## src/rtl/mem_ctrl.sv

```systemverilog
// rtl/mem_ctrl.sv - unified byte memory with cpu bus port and streaming program loader
module mem_ctrl #(
   parameter int AW       = 8,
   parameter int LOAD_LEN = 256
) (
   input  logic          clk,
   input  logic          rst,
   input  logic          En,
   input  logic          Rw,
   input  logic [AW-1:0] addr,
   input  logic [7:0]    wdata,
   output logic [7:0]    rdata,
   output logic          rvalid,
   input  logic          ld_mode,
   input  logic          ld_valid,
   input  logic [7:0]    ld_data,
   output logic          ld_ready,
   output logic          ld_done,
   output logic [7:0]    ld_csum,
   output logic          bus_err
);

   localparam logic [AW:0] LEN = (AW+1)'(LOAD_LEN);

   typedef enum logic [1:0] {L_IDLE, L_LOAD, L_DONE} ld_state_t;

   ld_state_t     state, next_state;
   logic [7:0]    mem [0:(2**AW)-1];
   logic [AW-1:0] counter;
   logic          ld_mode_q;
   logic          ld_rise;
   logic          ld_accept;
   logic          ld_last;
   logic          cpu_rd;
   logic          cpu_wr;

   // The cpu is locked out whenever the loader owns memory, so the two never share the write port.
   assign cpu_rd    = En && Rw && !ld_mode;
   assign cpu_wr    = En && !Rw && !ld_mode;
   assign ld_rise   = ld_mode && !ld_mode_q;
   assign ld_accept = ld_valid && ld_ready;
   assign ld_last   = ({1'b0, counter} + (AW+1)'(1)) == LEN;

   always_comb begin
      next_state = state;
      ld_ready   = 1'b0;
      ld_done    = 1'b0;
      case (state)
         L_IDLE: begin
            if (ld_rise) next_state = L_LOAD;
         end
         L_LOAD: begin
            ld_ready = ld_mode;
            if (!ld_mode)                 next_state = L_IDLE;
            else if (ld_accept && ld_last) next_state = L_DONE;
         end
         L_DONE: begin
            ld_done = 1'b1;
            if (!ld_mode) next_state = L_IDLE;
         end
         default: next_state = L_IDLE;
      endcase
   end

   always_ff @(posedge clk or negedge rst) begin
      if (!rst) begin
         state     <= L_IDLE;
         ld_mode_q <= 1'b0;
         counter   <= '0;
         ld_csum   <= 8'h00;
         rdata     <= 8'h00;
         rvalid    <= 1'b0;
         bus_err   <= 1'b0;
      end else begin
         state     <= next_state;
         ld_mode_q <= ld_mode;
         if (state == L_IDLE && ld_rise) begin
            counter <= '0;
            ld_csum <= 8'h00;
         end else if (ld_accept) begin
            counter <= counter + AW'(1);
            ld_csum <= ld_csum + ld_data;
         end
         rvalid <= cpu_rd;
         if (cpu_rd) rdata <= mem[addr];
         if (En && ld_mode) bus_err <= 1'b1;
      end
   end

   // Contents survive reset, so the array has no reset branch.
   always_ff @(posedge clk) begin
      if (ld_accept)   mem[counter] <= ld_data;
      else if (cpu_wr) mem[addr]    <= wdata;
   end

endmodule

```

## config.mk

```make
export PLATFORM = sky130hd
export DESIGN_NAME = mem_ctrl
export DESIGN_NICKNAME = d
export VERILOG_FILES = /design/src/rtl/mem_ctrl.sv
export SDC_FILE = /design/constraint.sdc
export NUM_CORES = 2
export LEC_CHECK = 0
export ABC_AREA = 1
export BUFFER_PORTS_ARGS = -buffer_cell sky130_fd_sc_hd__buf_2
export CAP_MARGIN = 20
export CORE_ASPECT_RATIO = 1.75
export CORE_UTILIZATION = 57
export DETAILED_ROUTE_END_ITERATION = 8
export HOLD_SLACK_MARGIN = 0.05
export PLACE_DENSITY = 0.8
export SLEW_MARGIN = 20
export SYNTH_ARGS = -nofsm -noshare
export SYNTH_HDL_FRONTEND = slang
export SYNTH_SLANG_ARGS = --single-unit
```

## constraint.sdc

```tcl
create_clock -name clk -period 2 [get_ports clk]
set_input_delay 0.4 -clock clk [delete_from_list [all_inputs] [get_ports clk]]
set_output_delay 0.4 -clock clk [all_outputs]
set_load 0.1 [all_outputs]
```

==> Word level (Yosys, flattened, before mapping) <==
Memories as Yosys holds them, arrays and structs flattened. A register that Yosys moved wholly into a read port is not among the register bits.
Index checks and enable logic that the tools add are counted.
{ "word_totals": {"memories": 1, "mem_bits_rw": 2048, "romBits": 0, "in_bits": 30, "reg_bits": 21, "latch_bits": 0, "output_inout_bits": 20} }
{ "memory_table": {"columns": ["name", "words", "width", "rd", "rd_clocked_by_memory_dff", "wr", "line_no", "rtl"], "rows": [
  ["mem", 256, 8, 1, 1, 1, "28", "logic [7:0] mem [0:(2**AW)-1];"]
]} }
{ "classes": {"add_sub_neg": 3, "mul": 0, "magnitude_cmp": 0, "bitwise_logic": 0, "mux": 19, "shift": 0, "div": 0, "n_eq_ne": 6, "n_reduce_logical": 17} }
{ "op_table": {"columns": ["cell", "count"], "rows": [
  ["$mux 8", 6],
  ["$add 8x1->9 const B", 1],
  ["$eq 9x9->1 const B", 1],
  ["$logic_and 1x1->1", 9],
  ["$add 8x1->8 const B", 1],
  ["$add 8x8->8", 1],
  ["$mux 1", 8],
  ["$mux 2", 4],
  ["$reduce_or 8->1", 1],
  ["$pmux 2 s3", 1],
  ["$logic_not 1->1", 4],
  ["$ne 2x2->1 const B", 2],
  ["$ne 3x3->1 const B", 1],
  ["$reduce_and 3->1", 1],
  ["$eq 2x1->1 const B", 1],
  ["$eq 2x2->1 const B", 1],
  ["$logic_not 2->1", 1],
  ["$reduce_bool 2->1", 1]
]} }

==> Depth between registers and ports, before layout <==
{ "depth": {"word_depth": 8, "depth_mapped": 15} }

==> Worst setup path before layout <==
OpenSTA, ideal clock, no wires.
{ "synth_path": {"kind": "input-to-reg", "from": "input En", "to": "memory mem[0][1] (data pin)", "arrival_ps": 7655, "slack_ps": -7230, "setup_ps": 1575, "stages": 5, "path_buffers": 1, "t_required_ps": 425, "cell_sequence": "inv_1 -> nor2_4 -> nand2_4 -> buf_6 -> a21oi_1"} }
{ "synth_between": {"elab_chain_cells": 7} }
{ "synth_lines": {"columns": ["element", "line_no", "rtl"], "rows": [
  ["start, declared", "8", "input logic En,"],
  ["$logic_and 1x1->1 (2 in series)", "39", "assign cpu_wr = En && !Rw && !ld_mode;"],
  ["$mux 1", "93", "else if (cpu_wr) mem[addr] <= wdata;"],
  ["$mux 1", "92", "if (ld_accept) mem[counter] <= ld_data;"],
  ["$mux 1 (not written as such)", "93", null],
  ["$reduce_or 8->1 (no line)", null, null],
  ["$mux 8 (no line)", null, null],
  ["end, declared", "28", null]
]} }
Every way passes these cells.

==> Final worst setup path <==
{ "layout_path": {"from": "register counter[1]", "to": "memory mem[212][1] (enable)"} }
{ "layout_between": {"elab_chain_cells": 1} }
{ "layout_lines": {"columns": ["element", "line_no", "rtl"], "rows": [
  ["start, declared", "29", "logic [AW-1:0] counter;"],
  ["start signal, assigned", "81", "counter <= counter + AW'(1);"],
  ["$mux 8 (no line)", null, null]
]} }
Every way passes these cells.

==> summary by stage <==
Outcome
The run finished, with violations left. The checks that failed: design-rule violations, negative setup slack.

Floorplan
The floorplan row count is 186. The horizontal die dimension is between 200 and 300 um. Measured along the y axis, the die boundary spans between 500 and 600 um.

The count of boundary I/O pins is 50. The core region area is 147,100 um^2. The floorplan step defined a die boundary enclosing around 150,000 um^2.

For this configuration, the core starts out at a cell density of 0.5759.

STA
Timing would allow up to roughly 0.45 GHz. Setup repair after global routing could not meet its margin everywhere. The worst setup margin is -226.4 ps. The number of endpoints with negative hold slack in the final report is 0. Hold timing on the final database bottoms out at a slack of between 90 and 100 ps. Setup total negative slack on the finished layout was measured at -189,490 ps. The final setup skew is 25.26 ps. The normalized max-slew margin is 0.5813. In the finished design, the share of the clock period the worst path needs comes to 1.113. For the pin with the worst max-slew slack, the measured transition is about 630 ps. Setup violations remaining at the end of the flow were counted as 2,005. The max-slew violation count was 0. The final critical delay including setup and external delays is about 2200 ps.

Power and ir drop
The total power is 89.57 mW. For this design the static power due to leakage is 35.98 nW. Across the VDD grid, the largest voltage drop is 0.8135 mV. The areal power density over the cells is 898.9 nW/um^2.

Global route
The initial antenna violation count came to 7. The maximum number of pins on one net before global-route repair is 68. The global router's overall resource usage is 0.3346. The number of global-route vias before repair is approximately 60,000. The overall overflow remaining after global route is 0. The wire length of the first global-routing pass is 365,500 um.

Cells and area
Once layout is complete, the utilization of the core stands at 0.6775. In the final layout, the share of cells above drive strength 1 is 0.1561. After routing the design area is 99,650 um^2. The area growth from synthesis to layout is 17.63%.

Leaving out filler cells and counting taps, the final layout contains about 9,800. At the end of the flow, the number of nets in the layout was between 7,000 and 8,000.

Critical path
The category of the most critical setup path is flop to flop. For this design, the slowest cell found on the critical path is sky130_fd_sc_hd__dfrtp_1. The element type at the critical path end is a flop. Traced cell by cell, the critical path runs through inv_2 > nand2_2 > o21ai_4 > inv_2 > nor2_4 > inv_4 > nor2_4 > nand2_4 > buf_16 > nor2_1 > buf_4. The maximum fanout encountered on the critical timing path is 8. At the worst endpoint, the required time is 2520 ps. STA puts the critical path data arrival time at around 2800 ps. The delay contributed by the slowest stage of the critical path is 390 ps. The start point of the critical path is counter[1]. STA classifies the critical path startpoint as a flop. The worst register-to-register path begins at counter[1].

Placed design
The total half-perimeter wirelength after legalization and detailed placement is 159,600 um. Timing analysis after detailed placement gives a worst setup slack of -733.5 ps. The number of placed cells counting well taps is 9,419.

The count of input and output buffers is 49. At the end of routability-driven placement, the weighted congestion stood at between 0.9 and 1. The placed standard-cell area is 92,760 um^2.

Synth
Of the total synthesized cell area, the portion taken by AND, OR, NAND and NOR gates is 0.2306. The synthesized instance count is 7,172. The area share of fa/ha/maj cells after synthesis is 0.001418. Counting flops with a built-in enable in the synthesized netlist gives a little over 2,000. The total of flip-flops plus latches after synthesis is 2,077. The distinct cell type count after synthesis is 36. The proportion of synthesized flip-flops having asynchronous set or reset is 0.01396.

For this run, the register share of the synthesized area comes to 0.7346. The post-synth net total is between 7,000 and 8,000. The share of synthesized area in the top cell type comes to 0.7260. The synthesized cell area is 84,710 um^2. The parity-gate share of the synthesized area counting xor and xnor cells is 0.0005170. Yosys printed 0 warnings. Averaged over all synthesized cells, the footprint is 11.81 um^2. Sorting the synthesized cells by area gives the leading types as sky130_fd_sc_hd__edfxtp_1 73%, sky130_fd_sc_hd__nand3_1 12%, sky130_fd_sc_hd__nand2_1 9.4%. The largest family of logic cells by synthesized area is simple AND/OR/NAND/NOR gates. The share of the synthesized area in compound gates (AO/OA/AOI/OAI) was 0.002304.

The leading area contributor after synthesis is sky130_fd_sc_hd__edfxtp_1. The share of cell area taken by muxes after synthesis is 0.0009305. The most used flip-flop cell after synthesis is sky130_fd_sc_hd__edfxtp_1.

Run
The number of max-cap violations is 0.

Routing
After detailed routing, the number of vias per cell comes to 6.185. For this block, the initial DRC count from the detailed router was 7,969. The vias after detailed routing is 60,366. After detailed routing, the average wire length per cell comes to roughly 26 um. The count of nets left with antenna violations once routing finished came out at 0.

The total length of routed wires is 253,600 um. The first-pass iteration count of the detailed router is 9. The count of unresolved DRC violations after routing is 3.

Min path
The path class of the lowest-slack min-delay path is input pin to flop. The startpoint identified for the worst hold timing path is wdata[3].

Clock tree
The CTS tree is done. The TritonCTS sink count is 2,077. The clock transition time at the flip-flop clock pins of the worst setup and hold paths is ~70 ps. The root buffer cell chosen for the clock tree is sky130_fd_sc_hd__clkbuf_16. For the worst-skew pair, the clock arrives at the later sink with an insertion delay of between 800 and 900 ps. The depth of the CTS H-tree is 4. Counting along the longest clock path gives a buffer depth of 3.

The number of clock buffers inserted by TritonCTS is 166.
cells in the mapped netlist (all sizes together) (6+ instances only):
| cell type | number |
|---|---|
| nand3 | 2047 |
| inv | 62 |
| dfrtp | 29 |
| nand2 | 2139 |
| nor2 | 302 |
| mux2 | 7 |
| ha | 8 |
| a21oi | 6 |
| edfxtp | 2048 |
| clkbuf | 116 |
| o21ai | 19 |
| buf | 369 |
sequential cells by signal, summed over array words and instances (netlist names):
name,cells
ld_csum,8
rdata,8
rvalid,1
state,2
bus_err,1
counter,8
mem,2048
ld_mode_q,1
cells by family after synthesis:
group | after synthesis
fa+ha+maj | 9
simple gates | 4494
flops | 2077
buf+inv | 549
compound gates | 31
mux | 7
xor+xnor | 5
area by class of cell:
| class | instances | area (um^2) |
|---|---|---|
| clock inverters | 107 | 1021 |
| fillers | 9739 | 47440 |
| inverters | 64 | 301.5 |
| well taps | 1974 | 2470 |
| flip-flops and latches | 2077 | 62230 |
| repair buffers | 791 | 8506 |
| multi-input cells | 4546 | 20760 |
| clock buffers | 196 | 4352 |
| diodes | 5 | 12.51 |
critical path, delay by kind of cell (launching register included):
| kind | cells | cell delay (ps) |
|---|---|---|
| AOI/OAI and AO/OA | 1 | 100 |
| buffers and inverters | 5 | 780 |
| DFF | 1 | 390 |
| and+or+nand+nor | 5 | 660 |
placed cells by master (no fill, tap or decap), types with 25 or more instances in the layout:
| cell | netlist | routed |
|---|---|---|
| sky130_fd_sc_hd__buf_12 | 0 | 172 |
| sky130_fd_sc_hd__clkinv_2 | 0 | 32 |
| sky130_fd_sc_hd__edfxtp_1 | 2048 | 2048 |
| sky130_fd_sc_hd__clkbuf_16 | 0 | 174 |
| sky130_fd_sc_hd__nor2_4 | 4 | 55 |
| sky130_fd_sc_hd__nor2_1 | 294 | 215 |
| sky130_fd_sc_hd__inv_1 | 54 | 27 |
| sky130_fd_sc_hd__nand3_1 | 2046 | 2039 |
| sky130_fd_sc_hd__clkinv_1 | 2 | 32 |
| sky130_fd_sc_hd__buf_2 | 299 | 25 |
| sky130_fd_sc_hd__nor2_2 | 4 | 32 |
| sky130_fd_sc_hd__clkbuf_1 | 116 | 26 |
| sky130_fd_sc_hd__buf_4 | 8 | 508 |
| sky130_fd_sc_hd__dfrtp_1 | 29 | 27 |
| sky130_fd_sc_hd__nand2_1 | 2126 | 2108 |
| sky130_fd_sc_hd__buf_6 | 6 | 67 |
metal layers:
metal  share of wire  vias up  global-route usage
met3            0.10     1104             0.05899
met4           0.097        8              0.2830
met1            0.31    28767              0.3673
li1                -    26323                   -
met2            0.49     4164              0.5626
met5         0.00033        -                   0
report_power, final:
part / leakage (nW) / switching [mW] / internal, mW
logic: 14.6 / 5.91 / 2.43
clock network: 2.62 / 15.2 / 17.7
registers: 18.8 / 0.133 / 48.1
repair_timing:
item,in CTS,in global routing
endpoints found under the hold margin,34,0
hold buffers,6,0
setup endpoints to repair,2068,2059
pin swaps,21,12
buffers inserted,9,8
gates resized for setup,208,107
cloned,6,4
final timing paths:
kind / endpoint / slack [ps] / depth (start not counted)
max in group asynchronous: counter[2] / 1370 / 3
worst min-delay path: mem[199][3] / 90 / 2
worst max register to register: mem[212][1] / -230 / 11
min in group asynchronous: ld_csum[7] / 110 / 2
worst max-delay path: mem[212][1] / -230 / 11
worst min register to register: ld_csum[0] / 540 / 1
(Power assumes the default switching activity.)
